`src/rtl/ecd_request_arbiter.sv`:
```
// ecd_request_arbiter: round-robin share of the single ECD request/response stream, one transaction outstanding
module ecd_request_arbiter #(
  parameter int NUM_REQ        = 3,
  parameter int TIMEOUT_CYCLES = 1024
) (
  input  logic                   clk,
  input  logic                   resetn,
  input  logic [NUM_REQ-1:0]     req_valid,
  input  logic [32*NUM_REQ-1:0]  req_addr,
  input  logic [32*NUM_REQ-1:0]  req_data,
  input  logic [NUM_REQ-1:0]     req_mode,
  output logic [NUM_REQ-1:0]     req_ready,
  output logic [NUM_REQ-1:0]     rsp_valid,
  output logic [31:0]            rsp_data,
  output logic [1:0]             rsp_resp,
  output logic [511:0]           AXIS_OUT_TDATA,
  output logic                   AXIS_OUT_TVALID,
  input  logic                   AXIS_OUT_TREADY,
  input  logic [255:0]           AXIS_IN_TDATA,
  input  logic                   AXIS_IN_TVALID,
  output logic                   AXIS_IN_TREADY,
  output logic                   timeout_err,
  output logic [7:0]             stale_count
);
  localparam int GW = $clog2(NUM_REQ);
  localparam int TW = $clog2(TIMEOUT_CYCLES);
  typedef enum logic [1:0] {IDLE, SEND, WAIT} state_t;
  state_t r_state, w_state_nxt;
  logic [GW-1:0]      r_last_grant, w_grant;
  logic [31:0]        r_addr, r_data, r_rsp_data;
  logic               r_mode, r_out_valid, r_in_ready, r_timeout_err;
  logic [TW-1:0]      r_timer;
  logic [NUM_REQ-1:0] r_rsp_valid;
  logic [1:0]         r_rsp_resp;
  logic [7:0]         r_stale;
  logic               w_hs_req, w_in_hs, w_match, w_timeout;
  // Descending scan so the nearest requester after last_grant wins
  always_comb begin
    w_grant = r_last_grant;
    for (int k = NUM_REQ; k >= 1; k--)
      if (req_valid[GW'((int'(r_last_grant) + k) % NUM_REQ)]) w_grant = GW'((int'(r_last_grant) + k) % NUM_REQ);
  end
  always_comb begin
    req_ready = '0;
    for (int i = 0; i < NUM_REQ; i++) req_ready[i] = (r_state == IDLE) && (w_grant == GW'(i));
  end
  assign w_hs_req  = (r_state == IDLE) && req_valid[w_grant];
  assign w_in_hs   = AXIS_IN_TVALID && r_in_ready;
  assign w_match   = w_in_hs && (r_state == WAIT) && (AXIS_IN_TDATA[31:0] == r_addr);
  assign w_timeout = (r_state == WAIT) && !w_match && (r_timer == TW'(TIMEOUT_CYCLES - 1));
  always_comb begin
    w_state_nxt = r_state;
    w_state_nxt = (r_state == IDLE) ? (w_hs_req ? SEND : IDLE) :
                  (r_state == SEND) ? ((r_out_valid && AXIS_OUT_TREADY) ? WAIT : SEND) :
                  ((w_match || w_timeout) ? IDLE : WAIT);
  end
  always_ff @(posedge clk) begin
    if (!resetn) begin
      r_state       <= IDLE;
      r_last_grant  <= GW'(NUM_REQ - 1);
      r_addr        <= '0;
      r_data        <= '0;
      r_mode        <= 1'b0;
      r_out_valid   <= 1'b0;
      r_in_ready    <= 1'b1;
      r_timer       <= '0;
      r_rsp_valid   <= '0;
      r_rsp_data    <= '0;
      r_rsp_resp    <= '0;
      r_timeout_err <= 1'b0;
      r_stale       <= '0;
    end else begin
      r_state     <= w_state_nxt;
      r_rsp_valid <= '0;
      if (w_hs_req) begin
        r_addr       <= req_addr[32*w_grant +: 32];
        r_data       <= req_data[32*w_grant +: 32];
        r_mode       <= req_mode[w_grant];
        r_last_grant <= w_grant;
        r_out_valid  <= 1'b1;
        r_in_ready   <= 1'b0;
      end
      if (r_state == SEND && r_out_valid && AXIS_OUT_TREADY) begin
        r_out_valid <= 1'b0;
        r_in_ready  <= 1'b1;
        r_timer     <= '0;
      end else if (r_state == WAIT) r_timer <= r_timer + 1'b1;
      if (w_match || w_timeout) begin
        r_rsp_valid[r_last_grant] <= 1'b1;
        r_rsp_data <= w_match ? AXIS_IN_TDATA[63:32] : 32'hDEAD_DEAD;
        r_rsp_resp <= w_match ? AXIS_IN_TDATA[65:64] : 2'd2;
      end
      if (w_timeout) r_timeout_err <= 1'b1;
      if (w_in_hs && !w_match && r_stale != 8'hFF) r_stale <= r_stale + 8'd1;
    end
  end
  assign AXIS_OUT_TDATA  = {8'h01, 439'd0, r_mode, r_data, r_addr};
  assign AXIS_OUT_TVALID = r_out_valid;
  assign AXIS_IN_TREADY  = r_in_ready;
  assign rsp_valid       = r_rsp_valid;
  assign rsp_data        = r_rsp_data;
  assign rsp_resp        = r_rsp_resp;
  assign timeout_err     = r_timeout_err;
  assign stale_count     = r_stale;
endmodule

```
`config.mk`:
```
export PLATFORM = sky130hd
export DESIGN_NAME = ecd_request_arbiter
export DESIGN_NICKNAME = d
export VERILOG_FILES = /design/src/rtl/ecd_request_arbiter.sv
export SDC_FILE = /design/constraint.sdc
export NUM_CORES = 1
export LEC_CHECK = 0
export CAP_MARGIN = 10
export CORE_AREA = 2 2 398 400
export DETAILED_ROUTE_END_ITERATION = 6
export DIE_AREA = 0 0 400 402
export PLACE_DENSITY = 0.31
export SLEW_MARGIN = 20
export SYNTH_ARGS = -nofsm -noshare
export SYNTH_HDL_FRONTEND = slang
export SYNTH_SLANG_ARGS = --single-unit
export TNS_END_PERCENT = 100
```
`constraint.sdc`:
```
create_clock -name clk -period 3.55 [get_ports clk]
set_input_delay 0.5325 -clock clk [delete_from_list [all_inputs] [get_ports clk]]
set_output_delay 0.5325 -clock clk [all_outputs]
set_load 0.05 [all_outputs]
```
==> flow_summary.toml, run 1 <==
[power]
ir_worst_vdd_mv = 0.414
p_per_area_nw_per_um2 = 769
total_leakage_power_uw = 0.00602

[timing]
tns_ns = 0
finalSetupViolations = 0
fin_crit_ns = 3.29
relSlewSlack = 0.497
skew_ns = 0.0233
max_freq_mhz = 304
min_period_over_period = 0.926
holdWs_ns = 0.469
finalHoldViolCount = 0
rsz0062_at_grt = "false"
timing.final.ws_setup_ns = 0.263
worst_pin_slew_ns = 0.752
drv_slew = 0

[worst_setup_path]
crit_path_max_fanout = 11
setup.worst_path.class = "reg -> out"
end_kind = "output pin"
arrival_ns = 2.75
start_kind = "flop"
cp.required_ns = 3.02

[synthesis]
synth_edf_count = 0
synthMuxAreaShare = 0.0759
yosys_warnings = 0
ys_ff_latch = 127
synth-main-ff-cell = "dfxtp_1"
syn_area_per_cell_sq_um = 8.46
synth_top_cell_area_share = 0.340
synthArstFlopShare = 0
yosys.area_share.xor_xnor = 0.0393
synth_compound_area_frac = 0.168
synth_top_cell_by_area = "buf_4"
synth_seq_area_share = 0.253
synthAdderAreaFrac = 0.00872
synthCells = 1187
synth_area_leaders = "buf_4, dfxtp_1, mux2_2"
synth.cell_area_sq_um = 10000
synthSimpleGateAreaFrac = 0.0865
synth_top_family_by_area = "buffers and inverters"
ys_types = 52

[floorplanning]
dieArea_sq_um = 161000
start_util = 0.0639
ios = 1021
dieHeight_um = 402
die_x_um = 400
rows = 146
core_sq_um = 157000

[detailed_routing]
vias_per_cell = 2.28
firstDrtPassIters = 5
vias = 8356
drc_errors = 0
first_iter_violations = 358
post_drt_wl_per_cell_um = 12.9
ant_nets = 0
wl_um = 47100

[grt]
grt_pass1_wl_um = 62800
grt_max_degree = 74
overflow = 0
grt_pass1_vias = 7844
antenna_found_initial = 5
grt_use_total = 0.0574

[cells_and_area]
final_area_sq_um = 15700
area_growth_pct = 56.2
instances_no_fill = 3663
drive_gt1_frac = 0.107
num-nets-final = 2038

[hold_path]
hp-class = "reg -> reg"

[clock_network]
root_buffer = "clkbuf_16"
cts_sinks = 127
cts_made_buffers = 17
clkSlewWorstSetupHoldPaths_ns = 0.08
cts_tree = "built"
clockBufferDepth = 2
ctsHoldBuffers = 0
htreeDepth = 4
clk_latency_ns = 0.50

[placed_design]
dp_slack_ns = 0.119
io_buffers = 383
place_congestion = 0.734
dp_hpwl_um = 39100
dp.cells = 3626
place_area_sq_um = 15100

[run]
max-cap-violations = 0

[status]
status = "finished clean"
==> critical path, stage by stage (launching register included) <==
cell and delay (ns):
dfxtp_2 0.38, inv_1 0.11, ha_4 0.35, nor2b_1 0.14, o21ai_0 0.11, a221o_1 0.40, nand2_4 0.17, buf_4 0.14
nor3b_4 0.28, buf_12 0.18
==> stage by stage <==
| stage | power (uW) | utilization |
|---|---|---|
| final | 12100 | 0.0998 |
| after global routing | 12900 | 0.0998 |
| after CTS | 12400 | 0.0997 |
| after detailed placement | 10400 | 0.0961 |
| after global placement | 10400 | 0.0961 |
| after floorplan | 7430 | - |
==> cell usage in the layout, fill, tap and decap left out, drive strengths merged, types with 3 or more instances in the layout <==
cell type	n
o21ai	74
dfxtp	127
o311a	23
nand3	9
a21oi	83
nor2	21
a22oi	65
inv	12
xnor2	15
clkinvlp	3
clkdlybuf4s50	379
nor3	8
diode	5
nand4	7
buf	57
conb	447
nor2b	17
and3	10
clkbuf	18
mux2i	3
nand2b	26
clkinv	6
nand2	17
ha	7
nor4	4
nor3b	14
a21o	3
xor2	30
mux2	65
and2	7
or3	3
a221o	3
==> layer usage <==
metal	up-vias	routed length [um]	global-route usage
li1	3963	-	-
met1	3851	21600	0.0762
met2	516	19900	0.0825
met3	24	4680	0.0227
met4	2	902	0.0217
met5	-	16	0
==> layout make-up <==
cell class	count	area, sq um
Fill cell	18300	141000
Multi-Input combinational cell	984	5560
Timing Repair Buffer	436	4410
Tap cell	2072	2590
Sequential cell	127	2540
Clock buffer	18	429
Clock inverter	14	110
Inverter	7	26.3
Antenna cell	5	12.5
==> flip-flops by register name, summed over array words and instances (netlist names), 3 cells and up <==
signal       flops
rsp_valid        3
rsp_data        32
r_timer         10
stale_count      8
r_addr          32
r_data          32
==> what timing repair did <==
| item | in CTS | in global routing |
|---|---|---|
| setup endpoints to repair | 2 | 2 |
| gates resized for setup | 5 | 5 |
| cloned | 0 | 0 |
| buffers inserted | 0 | 0 |
==> logic make-up after synthesis <==
family          count (synthesis)
xor+xnor                       45
flops                         127
fa+ha+maj                       7
compound gates                266
other cells                     2
mux                            68
buf+inv                       521
simple gates                  151
==> report_power, final <==
group          switching [uW]  internal [uW]  leakage [uW]
clock network             885            902      0.000259
registers                 599           1840       0.00104
logic                    5170           2670       0.00472
==> final timing paths <==
path / start / to / slack [ns] / cells past startpoint
min: timeout_err / timeout_err / 0.47 / 2
max: r_last_grant[0] / req_ready[0] / 0.26 / 9
min reg2reg: timeout_err / timeout_err / 0.47 / 2
max reg2reg: r_last_grant[0] / r_addr[18] / 0.50 / 11
==> synthesized netlist by cell type, drive strengths merged (2+ instances only) <==
master / count
nor2: 21
nor3b: 14
xor2: 30
clkbuf: 37
a31oi: 2
nand2b: 26
inv: 7
nor4: 4
nor3: 8
nand2: 17
mux2: 65
nand4b: 2
nand3: 9
and3: 10
o21ai: 74
dfxtp: 127
ha: 7
conb: 2
a22oi: 65
a21boi: 2
a21o: 3
a221oi: 2
a221o: 3
or3: 3
mux2i: 3
nor4b: 2
buf: 477
and2: 7
nand4: 7
o311a: 23
xnor2: 15
nor2b: 17
a21oi: 83
No activity file was read; power rests on OpenSTA's default activity.
==> run 2: changes to the inputs <==
--- a/config.mk
+++ b/config.mk
@@ -7,6 +7,7 @@
 export LEC_CHECK = 0
 export CAP_MARGIN = 10
 export CORE_AREA = 2 2 398 400
+export CTS_BUF_LIST = sky130_fd_sc_hd__clkbuf_4
 export DETAILED_ROUTE_END_ITERATION = 6
 export DIE_AREA = 0 0 400 402
 export PLACE_DENSITY = 0.31
==> flow_summary.toml, run 2 (synthesis gave the netlist of run 1 again) <==
[status]
status = "finished clean"

[timing]
skew_ns = 0.0503
max_freq_mhz = 288
tns_ns = 0
finalHoldViolCount = 0
timing.final.ws_setup_ns = 0.0820
holdWs_ns = 0.222
fin_crit_ns = 3.47
worst_pin_slew_ns = 0.752
finalSetupViolations = 0
rsz0062_at_grt = "true"
min_period_over_period = 0.977
drv_slew = 0
relSlewSlack = 0.497

[grt]
overflow = 0
grt_pass1_vias = 7901
met2_usage = 0.0827
met1_usage = 0.0760
grt-busiest-layer = "met2"
grt_use_total = 0.0575
grt_max_degree = 74
grt_pass1_wl_um = 62800
antenna_found_initial = 7
grtUsageMet3 = 0.0253

[worst_setup_path]
setup.worst_path.class = "reg -> out"
cp_slowest_cell = "dfxtp_4"
arrival_ns = 2.94
start_kind = "flop"
cp.depth = 8
max_stage_delay_ns = 0.41
r2r_cells = 12
cp_top_family = "compound AO/OA/AOI/OAI gates"
cp.required_ns = 3.02
crit_path_max_fanout = 8
end_kind = "output pin"
cp_num_buf_inv = 3
cp_cell_sequence = "clkinvlp_4 -> ha_4 -> and3_1 -> a31o_1 -> a221o_1 -> buf_4 -> a221oi_4 -> buf_6"

[cells_and_area]
num-fill-cells = 18300
final_cell_mix = "conb_1, clkdlybuf4s50_1, dfxtp_1, a21oi_1, o21ai_0"
area_growth_pct = 55.8
drive_gt1_frac = 0.122
mostFrequentLayoutCell = "conb_1"
instances_no_fill = 3686
num-nets-final = 2057

[detailed_routing]
post_drt_wl_per_cell_um = 12.8
ant_nets = 0
firstDrtPassIters = 5
first_iter_violations = 340
drc_errors = 0
vias_per_cell = 2.29
wl_um = 47200
vias = 8428

[power]
ir_worst_vdd_mv = 0.359
p_per_area_nw_per_um2 = 746
total_leakage_power_uw = 0.00600
combPwrFrac = 0.698
sw_frac_of_total = 0.570
power.total_uw = 11700
pwr-share-clk = 0.094
power.internal_uw = 5010
p_seq_frac = 0.207
p_switching_uw = 6660

[clock_network]
clk_latency_ns = 0.79
cts_sinks = 127
htreeDepth = 4
cts_made_buffers = 17
cts_tree = "built"
clockBufferDepth = 2
root_buffer = "clkbuf_4"
clkSlewWorstSetupHoldPaths_ns = 0.18
ctsHoldBuffers = 0

[run]
max-cap-violations = 0

[placed_design]
io_buffers = 383
dp_hpwl_um = 39100
place_congestion = 0.734
dp.cells = 3626
dp_slack_ns = 0.119

[floorplanning]
start_util = 0.0639
ios = 1021
dieArea_sq_um = 161000
die_x_um = 400
rows = 146
dieHeight_um = 402
core_sq_um = 157000

[hold_path]
whs_path_depth = 2
hp-class = "in -> reg"
==> run 2: final timing paths <==
check / startpoint / end / slack, ns
worst min-delay path: resetn / rsp_data[7] / 0.22
worst max-delay path: r_last_grant[0] / req_ready[1] / 0.08
worst min register to register: timeout_err / timeout_err / 0.48
worst max register to register: r_last_grant[0] / r_addr[29] / 0.44
==> run 2: timing repair <==
item,4_1_cts,5_1_grt
pin swaps,6,6
setup endpoints to repair,3,3
buffers inserted,12,7
resized for setup,16,11
==> run 2: power by group through the flow <==
stage / clock [uW] / sequential (uW) / combinational (uW)
2_1_floorplan: 0 / 3370 / 4060
3_3_place_gp: 0 / 2490 / 7920
3_5_place_dp: 0 / 2490 / 7870
4_1_cts: 1250 / 2470 / 8100
5_1_grt: 1270 / 2500 / 8810
6_report: 1100 / 2420 / 8150
==> run 2: cell type report <==
cell class                 instances  area, sq um  area share
multi-input combinational        984         5640       0.361
timing repair buffer             455         4560       0.291
tap                             2072         2590       0.166
sequential                       127         2550       0.163
clock buffer                      18          135     0.00864
clock inverter                    14          110     0.00704
inverter                           7         33.8     0.00216
antenna                            9         22.5     0.00144
==> run 2: metal layers <==
metal  vias to the layer above  share of wire
li1                       4005              -
met1                      3869           0.45
met3                        28           0.11
met4                         2          0.016
met5                         -        0.00034
met2                       524           0.42
==> run 2: metrics by stage <==
| stage | util | cell area [sq um] |
|---|---|---|
| floorplan | - | 11700 |
| CTS | 0.0986 | 15500 |
| finish | 0.0996 | 15600 |
| detailed placement | 0.0961 | 15100 |
| global route | 0.0995 | 15600 |
| global placement | 0.0961 | 15100 |
==> run 2: worst register-to-register path, cell delays in order, from the launching register on <==
cell and delay (ns):
dfxtp_4 0.41, clkinvlp_4 0.14, ha_4 0.29, and3_1 0.17, a31o_1 0.18, a221o_1 0.33, buf_4 0.19, a221o_1 0.32
a31oi_4 0.25, buf_12 0.25, buf_12 0.27, o21ai_0 0.10, a21oi_1 0.14
